`config.mk`:
```
export PLATFORM = sky130hd
export DESIGN_NAME = ahb_apb_bridge_param
export DESIGN_NICKNAME = d
export VERILOG_FILES = /design/src/rtl/ahb_apb_bridge_param.sv
export SDC_FILE = /design/constraint.sdc
export NUM_CORES = 1
export LEC_CHECK = 0
export CAP_MARGIN = 20
export CORE_MARGIN = 2
export CORE_UTILIZATION = 35
export DETAILED_ROUTE_END_ITERATION = 12
export HOLD_SLACK_MARGIN = 0.08
export PLACE_DENSITY = 0.83
export SLEW_MARGIN = 20
export SYNTH_ARGS = -nofsm -noshare
export SYNTH_HDL_FRONTEND = slang
export SYNTH_SLANG_ARGS = --single-unit
```
`constraint.sdc`:
```
create_clock -name HCLK -period 5.5 [get_ports HCLK]
set_input_delay 1.65 -clock HCLK [delete_from_list [all_inputs] [get_ports HCLK]]
set_output_delay 1.65 -clock HCLK [all_outputs]
set_load 0.02 [all_outputs]
```
`src/rtl/ahb_apb_bridge_param.sv`:
```
// AHB-Lite to APB bridge: one outstanding transfer, address-decoded one-hot PSEL,
// optional ACCESS timeout, two-cycle AHB ERROR response.
module ahb_apb_bridge_param #(
  parameter int AW      = 32,
  parameter int DW      = 32,
  parameter int NSLV    = 4,
  parameter int SEL_LSB = 12,
  parameter int TIMEOUT = 0
) (
  input  logic            HCLK,
  input  logic            HRESET,
  input  logic [1:0]      HTRANS,
  input  logic            HWRITE,
  input  logic            HREADYIN,
  input  logic [AW-1:0]   HADDR,
  input  logic [DW-1:0]   HWDATA,
  output logic [DW-1:0]   HRDATA,
  output logic            HREADYOUT,
  output logic            HRESP,
  output logic [NSLV-1:0] PSEL,
  output logic            PENABLE,
  output logic            PWRITE,
  output logic [AW-1:0]   PADDR,
  output logic [DW-1:0]   PWDATA,
  input  logic [DW-1:0]   PRDATA,
  input  logic            PREADY,
  input  logic            PSLVERR
);
  localparam int IW = $clog2((NSLV < 2) ? 2 : NSLV);

  typedef enum logic [2:0] {IDLE, WWAIT, SETUP, ACCESS, ERR1, ERR2} state_t;

  state_t        state, state_nxt;
  logic [IW-1:0] idx, idx_in;
  logic [15:0]   wait_cnt;
  logic          sample, idx_bad, timed_out, apb_act;

  // NONSEQ and SEQ both carry HTRANS[1]=1; bit 0 only separates them.
  logic unused_htrans0;
  assign unused_htrans0 = HTRANS[0];

  assign idx_in    = HADDR[SEL_LSB +: IW];
  assign idx_bad   = (int'(idx_in) >= NSLV);
  assign sample    = ((state == IDLE) || (state == ERR2)) && HREADYIN && HTRANS[1];
  // Counts the current stalled cycle too, so TIMEOUT=N allows exactly N ACCESS cycles.
  assign timed_out = (TIMEOUT != 0) && !PREADY &&
                     (({1'b0, wait_cnt} + 17'd1) == 17'(TIMEOUT));

  always_comb begin
    state_nxt = state;
    case (state)
      IDLE, ERR2: begin
        if (sample) begin
          if (idx_bad)     state_nxt = ERR1;
          else if (HWRITE) state_nxt = WWAIT;
          else             state_nxt = SETUP;
        end else begin
          state_nxt = IDLE;
        end
      end
      WWAIT:  state_nxt = SETUP;
      SETUP:  state_nxt = ACCESS;
      ACCESS: begin
        if (PREADY)         state_nxt = PSLVERR ? ERR1 : IDLE;
        else if (timed_out) state_nxt = ERR1;
      end
      ERR1:    state_nxt = ERR2;
      default: state_nxt = IDLE;
    endcase
  end

  always_ff @(posedge HCLK or posedge HRESET) begin
    if (HRESET) begin
      state    <= IDLE;
      idx      <= '0;
      PADDR    <= '0;
      PWRITE   <= 1'b0;
      PWDATA   <= '0;
      HRDATA   <= '0;
      wait_cnt <= '0;
    end else begin
      state <= state_nxt;
      if (sample) begin
        PADDR  <= HADDR;
        PWRITE <= HWRITE;
        idx    <= idx_in;
      end
      if (state == WWAIT)
        PWDATA <= HWDATA;
      if ((state == ACCESS) && PREADY && !PSLVERR && !PWRITE)
        HRDATA <= PRDATA;
      if (state == SETUP)
        wait_cnt <= '0;
      else if ((state == ACCESS) && !PREADY)
        wait_cnt <= wait_cnt + 16'd1;
    end
  end

  assign apb_act   = (state == SETUP) || (state == ACCESS);
  assign PENABLE   = (state == ACCESS);
  assign HREADYOUT = (state == IDLE) || (state == ERR2);
  assign HRESP     = (state == ERR1) || (state == ERR2);

  for (genvar s = 0; s < NSLV; s++) begin : g_psel
    assign PSEL[s] = apb_act && (idx == IW'(s));
  end
endmodule

```
==> reports/results.ini <==
[critical_path]
rr_worst_depth = 5
cp_data_arrival_time_ps = 2000
critPathCaptureType = primary output
reg2reg_setup_slack_ps = 3460
cp_cell_sequence = and2b_1, nor3b_1, clkdlybuf4s50_1
cp_slowest_cell = sky130_fd_sc_hd__clkdlybuf4s50_1
timing.setup.critical_path_class = reg2out
r2r_end = PADDR[19]
timing.rr.start = state[0]
cp-start-kind = flop
max_stage_delay_ps = 630
timing.critical_path.from = state[1]
worst_path_fanout_max = 8
critPathCapture = PSEL[0]
required_ps = 3850

[route]
route.detailed.wl_per_inst_um = 15.25
drcViolationCount = 0
total_length_of_routed_wires_um = 8951
viasPerCell = 4.596
firstDrtPassIters = 4
drtIter0Drc = 78
drtAntennaViolNets = 0
count_of_vias_placed_by_the_detailed_router = 2698

[die]
floorplan.initialDensity_pct = 35.68
floorplan.die_area_sq_um = 11810
die_w_um = 108.7
pin_count = 208
floorplan.core_area_sq_um = 10750
dieHeight_um = 108.7
num_rows = 38

[final_layout]
layout.cells.most_common = sky130_fd_sc_hd__clkdlybuf4s50_1
most_frequent_cells_in_the_layout = sky130_fd_sc_hd__clkdlybuf4s50_1, sky130_fd_sc_hd__dfrtp_1, sky130_fd_sc_hd__mux2_2
instances_no_fill = 587
filler_cell_count = 875
finalNetCount = 547
postLayoutCoreUtil_pct = 58.09
antennaDiodeCount = 0
layout-drive-gt1-share_pct = 25.28
area_overhead_vs_synth_pct = 62.83

[job]
drv.max_cap_violation_count = 0

[clocking]
cts_htree_levels = 3
postCtsResizedCells = 0
reg_clk_slew_reported_paths_ps = 90
cts_tree = done
clockRootBuffer = sky130_fd_sc_hd__clkbuf_8
clock_sinks = 100
cts_made_buffers = 9
worstSkewPairLatency_ps = 350
postCtsHoldBufs = 0
postCtsSetupRepairBufs = 0
max-clock-path-buffers = 2

[power_and_ir_drop]
ir_worst_vdd_mv = 0.3264
total_leakage_power_nw = 2.588
powerDensity_nw_per_um2 = 589.9

[synth]
ys_ff_latch = 100
post_syn_area_sq_um = 3834
synthesis.nets = 336
gate_count_after_technology_mapping = 232
post_synth_num_cell_types = 23
synth-seq-area-share_pct = 65.27
avgSynthCellArea_sq_um = 16.52
synth_warn = 0

[placed_design]
port-buffer-count = 206
routability_congestion_estimate_from_global_placement = 0.7089
place.detailed.instances = 571
detailed_placement_wirelength_estimate_um = 6723

[timing]
finalClockSkew_ps = 9.768
final_max_slew_viol_count = 0
timing.final.crit_period_ps = 3652
report.final.hold_viol_count = 0
worstMarginPinSlew_ps = 950.5
rsz_0062_raised_after_global_routing = false
worst_slew_margin_rel_pct = 36.63
setup_tns_ps = 0
fmaxAchievable_mhz = 273.8
finalSetupViolCount = 0
finalCritPeriodShare_pct = 66.41

[global_routing]
track_usage_pct = 14.91
pin_count_of_the_biggest_net_entering_global_routing = 81
gr-total-overflow = 0
first_global_vias = 2807
grt_antenna_before_repair = 0
grt_pass1_wl_um = 13530

[worst_hold_path]
min_path_cells = 1
hold_class = reg2reg

[status]
status = complete, no violations

==> state kept, by name, summed over array words and instances, names as in the netlist <==
signal,flops
HRDATA,32
state,3
PWRITE,1
PADDR,32
PWDATA,32
==> layout make-up <==
class	instances	area, sq um	share of cell area [%]
multi-input combinational	119	1255	20.10
timing repair buffer	211	2116	33.89
sequential	100	2502	40.09
inverter	2	10.01	0.1604
tap	140	175.2	2.806
clock inverter	2	35.03	0.5612
clock buffer	13	148.9	2.385
==> kinds of logic after synthesis <==
| kind of cell | Yosys count | synth area share (%) |
|---|---|---|
| DFF | 100 | 65.27 |
| muxes | 98 | 28.75 |
| buffers and inverters | 13 | 2.056 |
| and+or+nand+nor | 18 | 3.199 |
| AOI/OAI and AO/OA | 3 | 0.7181 |
==> worst min-delay path by stage <==
stage / from / endpoint
after global routing: PWDATA[19] / PWDATA[19]
final: state[2] / state[1]
after floorplan: state[2] / state[1]
after global placement: PADDR[2] / PADDR[2]
after detailed placement: PWDATA[12] / PWDATA[12]
after CTS: state[2] / state[1]
==> cells in the mapped netlist <==
master                        n  area, sq um
sky130_fd_sc_hd__nand2_1      3        11.26
sky130_fd_sc_hd__mux2_2      91         1025
sky130_fd_sc_hd__nor4_4       1        21.27
sky130_fd_sc_hd__and3_1       1        6.260
sky130_fd_sc_hd__nor2_1       2        7.510
sky130_fd_sc_hd__dfrtp_1    100         2502
sky130_fd_sc_hd__o2bb2ai_1    1        8.760
sky130_fd_sc_hd__and2_1       1        6.260
sky130_fd_sc_hd__nor2b_1      4        25.02
sky130_fd_sc_hd__a31o_2       1        8.760
sky130_fd_sc_hd__mux2_1       6        67.56
sky130_fd_sc_hd__buf_2        6        30.03
sky130_fd_sc_hd__inv_1        2        7.510
sky130_fd_sc_hd__a221o_1      1        10.01
sky130_fd_sc_hd__and3b_1      1        8.760
sky130_fd_sc_hd__mux2i_1      1        10.01
sky130_fd_sc_hd__and2b_4      1        10.01
sky130_fd_sc_hd__and2b_1      1        7.510
sky130_fd_sc_hd__buf_6        3        33.78
sky130_fd_sc_hd__nor3_1       1        5.000
sky130_fd_sc_hd__clkbuf_1     2        7.510
sky130_fd_sc_hd__nor3b_1      1        7.510
sky130_fd_sc_hd__nand4_1      1        6.260
==> where the power goes <==
group          internal (mW)  switching, mW  total (mW)
Clock                  0.221          0.230       0.451
Combinational           1.06          0.864        1.93
Sequential              1.11          0.198        1.30
Total                   2.39           1.29        3.68
==> stage by stage <==
stage / hold slack, ps / worst slack [ps] / area, sq um / power [mW]
after detailed placement: 475.1 / 1709 / 6047 / 3.267
after global placement: 467.6 / 1733 / 6047 / 3.216
after floorplan: 449.6 / 1231 / 3834 / 2.301
after CTS: 492.4 / 1830 / 6231 / 3.731
final: 488.5 / 1848 / 6242 / 3.682
after global routing: 516.8 / 1699 / 6242 / 3.890
==> critical path: cells and delay by family (launching register included) <==
family / cells / cell delay [ps]
buffers and inverters: 1 / 630
flip-flops: 1 / 540
AND/OR/NAND/NOR: 2 / 480
==> layer usage <==
layer	share of wire, %	global-route usage [%]
met4	2.1	6.593
met3	11	6.157
met2	49	25.49
met5	0	0
met1	38	16.20
No activity file was read; power rests on OpenSTA's default activity.
